`src/rtl/reg_scoreboard_pkg.sv`:
```
// ============================================================================
// reg_scoreboard_pkg
// Shared forwarding-select encodings and register-address types.
// Revision: 1.0
// ============================================================================
`default_nettype none

package reg_scoreboard_pkg;
   typedef logic [4:0] reg_addr_t;
   typedef logic [1:0] fwd_sel_t;

   localparam fwd_sel_t FWD_GRF = 2'd0;
   localparam fwd_sel_t FWD_E   = 2'd1;
   localparam fwd_sel_t FWD_M   = 2'd2;
endpackage

`default_nettype wire

```
`src/rtl/reg_scoreboard_if.sv`:
```
// ============================================================================
// reg_scoreboard_if
// D-stage request and hazard/forwarding response bundle.
// Revision: 1.0
// ============================================================================
`default_nettype none

interface reg_scoreboard_if
   import reg_scoreboard_pkg::*;
#(
   parameter int TW    = 2,
   parameter int CNT_W = 32
);
   logic             d_valid;
   reg_addr_t        d_rs;
   reg_addr_t        d_rt;
   logic [TW-1:0]    d_rs_tuse;
   logic [TW-1:0]    d_rt_tuse;
   reg_addr_t        d_dst;
   logic [TW-1:0]    d_tnew;
   logic             flush;
   logic             stall;
   fwd_sel_t         fwd_rs;
   fwd_sel_t         fwd_rt;
   logic [CNT_W-1:0] stall_count;

   modport master (
      output d_valid, d_rs, d_rt, d_rs_tuse, d_rt_tuse, d_dst, d_tnew, flush,
      input  stall, fwd_rs, fwd_rt, stall_count
   );

   modport slave (
      input  d_valid, d_rs, d_rt, d_rs_tuse, d_rt_tuse, d_dst, d_tnew, flush,
      output stall, fwd_rs, fwd_rt, stall_count
   );
endinterface

`default_nettype wire

```
`src/rtl/reg_scoreboard_sb_src_check.sv`:
```
// ============================================================================
// sb_src_check
// Resolves one D-stage source against the E/M/W entries: hazard and fwd select.
// Revision: 1.0
// ============================================================================
`default_nettype none

module sb_src_check
   import reg_scoreboard_pkg::*;
#(
   parameter int TW         = 2,
   parameter int ENABLE_FWD = 1
) (
   input  wire reg_addr_t     addr_i,
   input  wire logic [TW-1:0] tuse_i,
   input  wire logic          e_valid_i,
   input  wire reg_addr_t     e_dst_i,
   input  wire logic [TW-1:0] e_tnew_i,
   input  wire logic          m_valid_i,
   input  wire reg_addr_t     m_dst_i,
   input  wire logic [TW-1:0] m_tnew_i,
   input  wire logic          w_valid_i,
   input  wire reg_addr_t     w_dst_i,
   input  wire logic [TW-1:0] w_tnew_i,
   output fwd_sel_t           fwd_o,
   output logic               hazard_o
);
   localparam logic [TW-1:0] TUSE_NONE = '1;

   // Youngest match wins outright; an older ready entry never overrides it.
   always_comb begin
      hazard_o = 1'b0;
      fwd_o    = FWD_GRF;
      if (addr_i != '0 && tuse_i != TUSE_NONE) begin
         if (e_valid_i && e_dst_i == addr_i) begin
            if (e_tnew_i > tuse_i) begin
               hazard_o = 1'b1;
            end else if (e_tnew_i == '0) begin
               if (ENABLE_FWD != 0) fwd_o = FWD_E;
               else                 hazard_o = 1'b1;
            end
         end else if (m_valid_i && m_dst_i == addr_i) begin
            if (m_tnew_i > tuse_i) begin
               hazard_o = 1'b1;
            end else if (m_tnew_i == '0) begin
               if (ENABLE_FWD != 0) fwd_o = FWD_M;
               else                 hazard_o = 1'b1;
            end
         end else if (w_valid_i && w_dst_i == addr_i) begin
            if (w_tnew_i > tuse_i) hazard_o = 1'b1;
         end
      end
   end
endmodule

`default_nettype wire

```
`src/rtl/reg_scoreboard.sv`:
```
// ============================================================================
// reg_scoreboard
// GRF hazard unit: tracks in-flight writes in E/M/W, stalls D or selects forwarding.
// Revision: 1.0
// ============================================================================
`default_nettype none

module reg_scoreboard
   import reg_scoreboard_pkg::*;
#(
   parameter int TW         = 2,
   parameter int ENABLE_FWD = 1,
   parameter int CNT_W      = 32
) (
   input  wire logic       clk,
   input  wire logic       reset,
   reg_scoreboard_if.slave sb
);
   logic             e_valid_q, e_valid_d, m_valid_q, m_valid_d, w_valid_q, w_valid_d;
   reg_addr_t        e_dst_q, e_dst_d, m_dst_q, m_dst_d, w_dst_q, w_dst_d;
   logic [TW-1:0]    e_tnew_q, e_tnew_d, m_tnew_q, m_tnew_d, w_tnew_q, w_tnew_d;
   logic [CNT_W-1:0] stall_count_q, stall_count_d;

   logic     hz_rs, hz_rt, stall;
   fwd_sel_t fwd_rs_raw, fwd_rt_raw;

   function automatic logic [TW-1:0] sat_dec(input logic [TW-1:0] t);
      return (t == '0) ? t : t - TW'(1);
   endfunction

   sb_src_check #(.TW(TW), .ENABLE_FWD(ENABLE_FWD)) u_rs (
      .addr_i(sb.d_rs), .tuse_i(sb.d_rs_tuse),
      .e_valid_i(e_valid_q), .e_dst_i(e_dst_q), .e_tnew_i(e_tnew_q),
      .m_valid_i(m_valid_q), .m_dst_i(m_dst_q), .m_tnew_i(m_tnew_q),
      .w_valid_i(w_valid_q), .w_dst_i(w_dst_q), .w_tnew_i(w_tnew_q),
      .fwd_o(fwd_rs_raw), .hazard_o(hz_rs)
   );

   sb_src_check #(.TW(TW), .ENABLE_FWD(ENABLE_FWD)) u_rt (
      .addr_i(sb.d_rt), .tuse_i(sb.d_rt_tuse),
      .e_valid_i(e_valid_q), .e_dst_i(e_dst_q), .e_tnew_i(e_tnew_q),
      .m_valid_i(m_valid_q), .m_dst_i(m_dst_q), .m_tnew_i(m_tnew_q),
      .w_valid_i(w_valid_q), .w_dst_i(w_dst_q), .w_tnew_i(w_tnew_q),
      .fwd_o(fwd_rt_raw), .hazard_o(hz_rt)
   );

   assign stall          = (hz_rs | hz_rt) & sb.d_valid;
   assign sb.stall       = stall;
   assign sb.fwd_rs      = stall ? FWD_GRF : fwd_rs_raw;
   assign sb.fwd_rt      = stall ? FWD_GRF : fwd_rt_raw;
   assign sb.stall_count = stall_count_q;

   // Flush kills E and M but lets the old M entry retire into W.
   always_comb begin
      w_valid_d = m_valid_q;
      w_dst_d   = m_dst_q;
      w_tnew_d  = sat_dec(m_tnew_q);
      m_valid_d = e_valid_q & ~sb.flush;
      m_dst_d   = sb.flush ? '0 : e_dst_q;
      m_tnew_d  = sb.flush ? '0 : sat_dec(e_tnew_q);
      e_valid_d = sb.d_valid & ~stall & (sb.d_dst != '0) & ~sb.flush;
      e_dst_d   = e_valid_d ? sb.d_dst  : '0;
      e_tnew_d  = e_valid_d ? sb.d_tnew : '0;
      stall_count_d = stall_count_q;
      if (stall && stall_count_q != '1) stall_count_d = stall_count_q + CNT_W'(1);
   end

   always_ff @(posedge clk or posedge reset) begin
      if (reset) begin
         e_valid_q     <= 1'b0;
         e_dst_q       <= '0;
         e_tnew_q      <= '0;
         m_valid_q     <= 1'b0;
         m_dst_q       <= '0;
         m_tnew_q      <= '0;
         w_valid_q     <= 1'b0;
         w_dst_q       <= '0;
         w_tnew_q      <= '0;
         stall_count_q <= '0;
      end else begin
         e_valid_q     <= e_valid_d;
         e_dst_q       <= e_dst_d;
         e_tnew_q      <= e_tnew_d;
         m_valid_q     <= m_valid_d;
         m_dst_q       <= m_dst_d;
         m_tnew_q      <= m_tnew_d;
         w_valid_q     <= w_valid_d;
         w_dst_q       <= w_dst_d;
         w_tnew_q      <= w_tnew_d;
         stall_count_q <= stall_count_d;
      end
   end
endmodule

`default_nettype wire

```
`src/flat_wrapper.sv`:
```
// flat-port wrapper written by rule: the top's interface ports become plain ports
module reg_scoreboard_flat import reg_scoreboard_pkg::*;
#(
   parameter int TW         = 2,
   parameter int ENABLE_FWD = 1,
   parameter int CNT_W      = 32
)
  (clk, reset, sb_d_valid, sb_d_rs, sb_d_rt, sb_d_rs_tuse, sb_d_rt_tuse, sb_d_dst, sb_d_tnew, sb_flush, sb_stall, sb_fwd_rs, sb_fwd_rt, sb_stall_count);
  reg_scoreboard_if #(.TW(TW), .CNT_W(CNT_W)) sb_i ();
  input  wire logic clk;
  input  wire logic reset;
  input wire logic [$bits(sb_i.d_valid)-1:0] sb_d_valid;
  input wire logic [$bits(sb_i.d_rs)-1:0] sb_d_rs;
  input wire logic [$bits(sb_i.d_rt)-1:0] sb_d_rt;
  input wire logic [$bits(sb_i.d_rs_tuse)-1:0] sb_d_rs_tuse;
  input wire logic [$bits(sb_i.d_rt_tuse)-1:0] sb_d_rt_tuse;
  input wire logic [$bits(sb_i.d_dst)-1:0] sb_d_dst;
  input wire logic [$bits(sb_i.d_tnew)-1:0] sb_d_tnew;
  input wire logic [$bits(sb_i.flush)-1:0] sb_flush;
  output wire logic [$bits(sb_i.stall)-1:0] sb_stall;
  output wire logic [$bits(sb_i.fwd_rs)-1:0] sb_fwd_rs;
  output wire logic [$bits(sb_i.fwd_rt)-1:0] sb_fwd_rt;
  output wire logic [$bits(sb_i.stall_count)-1:0] sb_stall_count;
  assign sb_i.d_valid = sb_d_valid;
  assign sb_i.d_rs = sb_d_rs;
  assign sb_i.d_rt = sb_d_rt;
  assign sb_i.d_rs_tuse = sb_d_rs_tuse;
  assign sb_i.d_rt_tuse = sb_d_rt_tuse;
  assign sb_i.d_dst = sb_d_dst;
  assign sb_i.d_tnew = sb_d_tnew;
  assign sb_i.flush = sb_flush;
  assign sb_stall = sb_i.stall;
  assign sb_fwd_rs = sb_i.fwd_rs;
  assign sb_fwd_rt = sb_i.fwd_rt;
  assign sb_stall_count = sb_i.stall_count;
  reg_scoreboard #(.TW(TW), .ENABLE_FWD(ENABLE_FWD), .CNT_W(CNT_W)) u_core (.clk(clk), .reset(reset), .sb(sb_i));
endmodule
```
`config.mk`:
```
export PLATFORM = sky130hd
export DESIGN_NAME = reg_scoreboard_flat
export DESIGN_NICKNAME = d
export VERILOG_FILES = /design/src/rtl/reg_scoreboard_pkg.sv /design/src/rtl/reg_scoreboard_if.sv /design/src/rtl/reg_scoreboard_sb_src_check.sv /design/src/rtl/reg_scoreboard.sv /design/src/flat_wrapper.sv
export SDC_FILE = /design/constraint.sdc
export NUM_CORES = 1
export LEC_CHECK = 0
export CORE_MARGIN = 5
export CORE_UTILIZATION = 52
export CTS_BUF_LIST = sky130_fd_sc_hd__clkbuf_16
export CTS_CLUSTER_SIZE = 16
export DETAILED_ROUTE_END_ITERATION = 12
export PLACE_DENSITY = 0.8
export SYNTH_ARGS = -nofsm -noshare
export SYNTH_HDL_FRONTEND = slang
export SYNTH_SLANG_ARGS = --single-unit
export TNS_END_PERCENT = 1
```
`constraint.sdc`:
```
create_clock -name clk -period 9.8 [get_ports clk]
set_input_delay 2.94 -clock clk [delete_from_list [all_inputs] [get_ports clk]]
set_output_delay 2.94 -clock clk [all_outputs]
set_load 0.01 [all_outputs]
```
==> results.sh <==
export IMPL_clock_path_buffers=2
export IMPL_path_class="primary input to output port"
export IMPL_antennaDiodeCount=0
export IMPL_initial_core_util_pct=54.37
export IMPL_path_max_fanout=10
export IMPL_ios=62
export IMPL_routedWlPerCell_um=17.20
export IMPL_fin_cells=441
export IMPL_path_clk_slew_ns=0.07
export IMPL_port_buffers=61
export IMPL_min_period_ns=8.910
export IMPL_drt_pass1_iter_count=4
export IMPL_yosysTopAreaCellShare_pct=43.03
export IMPL_startpoint_type="primary input"
export IMPL_cts_sinks=56
export IMPL_ys_seq_elements=56
export IMPL_dp_cells=433
export IMPL_final_cell_mix="clkdlybuf4s50_1, dfrtp_1, xor2_1"
export IMPL_grt_pass1_wl_um=12780
export IMPL_syn_num_nets=338
export IMPL_ir_drop_mv=0.1070
export IMPL_htree_levels=2
export IMPL_dp_hpwl_um=5775
export IMPL_drtIter0Drc=100
export IMPL_layout_drive_gt1_share_pct=10.66
export IMPL_numCtsBuffers=5
export IMPL_fin_skew_ns=0.008687
export IMPL_track_usage_pct=20.46
export IMPL_hold_violations=0
export IMPL_syn2layout_area_growth_pct=25.09
export IMPL_fin_crit_sh_pct=90.92
export IMPL_leakagePower_uw=0.001831
export IMPL_critical_path_arrival_ns=5.97
export IMPL_overflow=0
export IMPL_fin_util_pct=68.00
export IMPL_setup_violations=0
export IMPL_slew_headroom_pct=52.04
export IMPL_max_freq_ghz=0.1122
export IMPL_grt_max_degree=57
export IMPL_critPathCaptureType="output port"
export IMPL_routed_wirelength_um=7586
export IMPL_nNetsFinal=403
export IMPL_clock_latency_ns=0.29
export IMPL_vias=2446
export IMPL_cts_root_buf="clkbuf_16"
export IMPL_postCtsHoldBufs=0
export IMPL_ys_top_cells_by_area="dfrtp_1, xor2_1, xnor2_1, ha_1, nor3_2"
export IMPL_rsz0062_at_grt="false"
export IMPL_top_layer_used="met4"
export IMPL_avgSynthCellArea_sq_um=10.86
export IMPL_die_h_um=89.14
export IMPL_drt_met1_wl_um=3440
export IMPL_fp_row_count=28
export IMPL_die_area_sq_um=7946
export IMPL_cp_required_ns=6.86
export IMPL_dpl_worst_slack_ns=0.9385
export IMPL_yosysSeqAreaShare_pct=43.03
export IMPL_cts_tree="yes"
export IMPL_die_x_um=89.14
export IMPL_holdCritPathClass="flop to flop"
export IMPL_antenna_found_initial=0
export IMPL_vias_per_cell=5.546
export IMPL_fin_tns_setup_ns=0
export IMPL_tightest_slew_ns=0.7194
export IMPL_design_core_area_sq_um=5991
export IMPL_antenna_left=0
export IMPL_ys_warn_count=0
export IMPL_postSynthCellCount=300
export IMPL_outcome="finished clean"
export IMPL_synth_area_leader_cell="dfrtp_1"
export IMPL_syn_cell_area_sq_um=3257
export IMPL_cap_violations=0
export IMPL_drcViolationCount=0
export IMPL_dr_wl_met2_um=3831
export IMPL_finalWorstSetupSlack_ns=0.8900
export IMPL_cts_setup_buffers=0
export IMPL_cellPowerDensity_nw_per_um2=114.4
export IMPL_ys_types=44
export IMPL_wl_met3_um=266
export IMPL_cts_resized=0
export IMPL_finalMaxSlewViolations=0
export IMPL_routabilityCongestion=0.8833
export IMPL_grt_pass1_vias=2598
export IMPL_layout_commonest_cell="clkdlybuf4s50_1"
==> synth_stat cells, drive strengths merged <==
master	n
mux2	3
nand2	21
o21ai	5
nor2	15
nand4	13
ha	13
a2111oi	1
nor3b	7
or4	2
nor4b	2
nor4	5
nor2b	11
xor2	37
a311oi	2
nand2b	1
dfrtp	56
o32a	1
or3	2
and4bb	1
nor3	17
or3b	1
a21boi	1
and2	9
and2b	1
a21oi	7
a22oi	1
buf	3
clkbuf	1
inv	12
nand3	13
and4	2
o32ai	1
and3	11
xnor2	22
==> path summary, 6_finish.rpt <==
path,startpoint,slack [ns],depth (start not counted),end
setup / recovery,sb_d_rt_tuse[1],0.89,11,sb_fwd_rs[0]
hold / removal,u_core.m_valid_q,0.41,0,u_core.w_valid_q
setup reg to reg,u_core.m_tnew_q[1],7.06,8,u_core.sb.stall_count[24]
hold reg to reg,u_core.m_valid_q,0.41,0,u_core.w_valid_q
max in group asynchronous,reset,6.15,3,u_core.sb.stall_count[28]
min in group asynchronous,reset,3.17,3,u_core.e_dst_q[1]
==> metal layers <==
layer,track usage (%),vias to the layer above
li1,-,1172
met1,27.83,1214
met2,35.37,54
met3,2.857,6
met4,3.518,0
met5,0,-
==> per-stage QoR <==
step,cell area [sq um],hold WS [ns],total power [uW]
2_1_floorplan,3257,0.3735,275.3
6_report,4074,0.4144,466.1
3_5_place_dp,3938,0.3948,302.7
3_3_place_gp,3938,0.3861,301.4
5_1_grt,4074,0.4300,485.3
4_1_cts,4074,0.4112,469.0
==> critical path, stage by stage <==
cell and delay [ns]:
clkdlybuf4s50_1 0.48, inv_1 0.08, ha_1 0.30, nor2b_1 0.12, o21ai_0 0.10, nor4_1 0.31
a311oi_2 0.13, o32ai_4 0.58, a21boi_0 0.23, and3_1 0.22, clkdlybuf4s50_1 0.47
==> cells by family (layout without fill, tap and decap cells) <==
| kind of cell | Yosys count | after routing | share of synthesized area (%) |
|---|---|---|---|
| xor gates and xnor gates | 59 | 59 | 16.10 |
| adders and majority gates | 13 | 13 | 4.994 |
| buffers and inverters | 16 | 82 | 2.343 |
| muxes | 3 | 3 | 1.037 |
| AOI/OAI and AO/OA | 19 | 19 | 6.185 |
| DFF | 56 | 56 | 43.03 |
| and+or+nand+nor | 134 | 134 | 26.32 |
==> flip-flops by register name (all words and copies together) (netlist names) <==
register and flops:
u_core.e_tnew_q 2, u_core.w_tnew_q 2, u_core.sb.stall_count 32, u_core.m_valid_q 1, u_core.w_dst_q 5, u_core.m_dst_q 5
u_core.w_valid_q 1, u_core.e_dst_q 5, u_core.m_tnew_q 2, u_core.e_valid_q 1
==> report_power, final <==
part           internal, uW  leakage (uW)  switching (uW)  total (uW)
clock network          92.2     0.0000738            75.7         168
registers               236      0.000768            5.96         242
logic                  26.8      0.000989            29.1        55.9
total                   355       0.00183             111         466
==> cell type report <==
type | instances | area, sq um
clock inverters | 3 | 11.26
multi-input cells | 228 | 1779
fillers | 482 | 1917
inverters | 12 | 45.04
clock buffers | 5 | 125.1
repair buffers | 62 | 618.1
well taps | 75 | 93.84
flip-flops and latches | 56 | 1401
(Power assumes the default switching activity.)
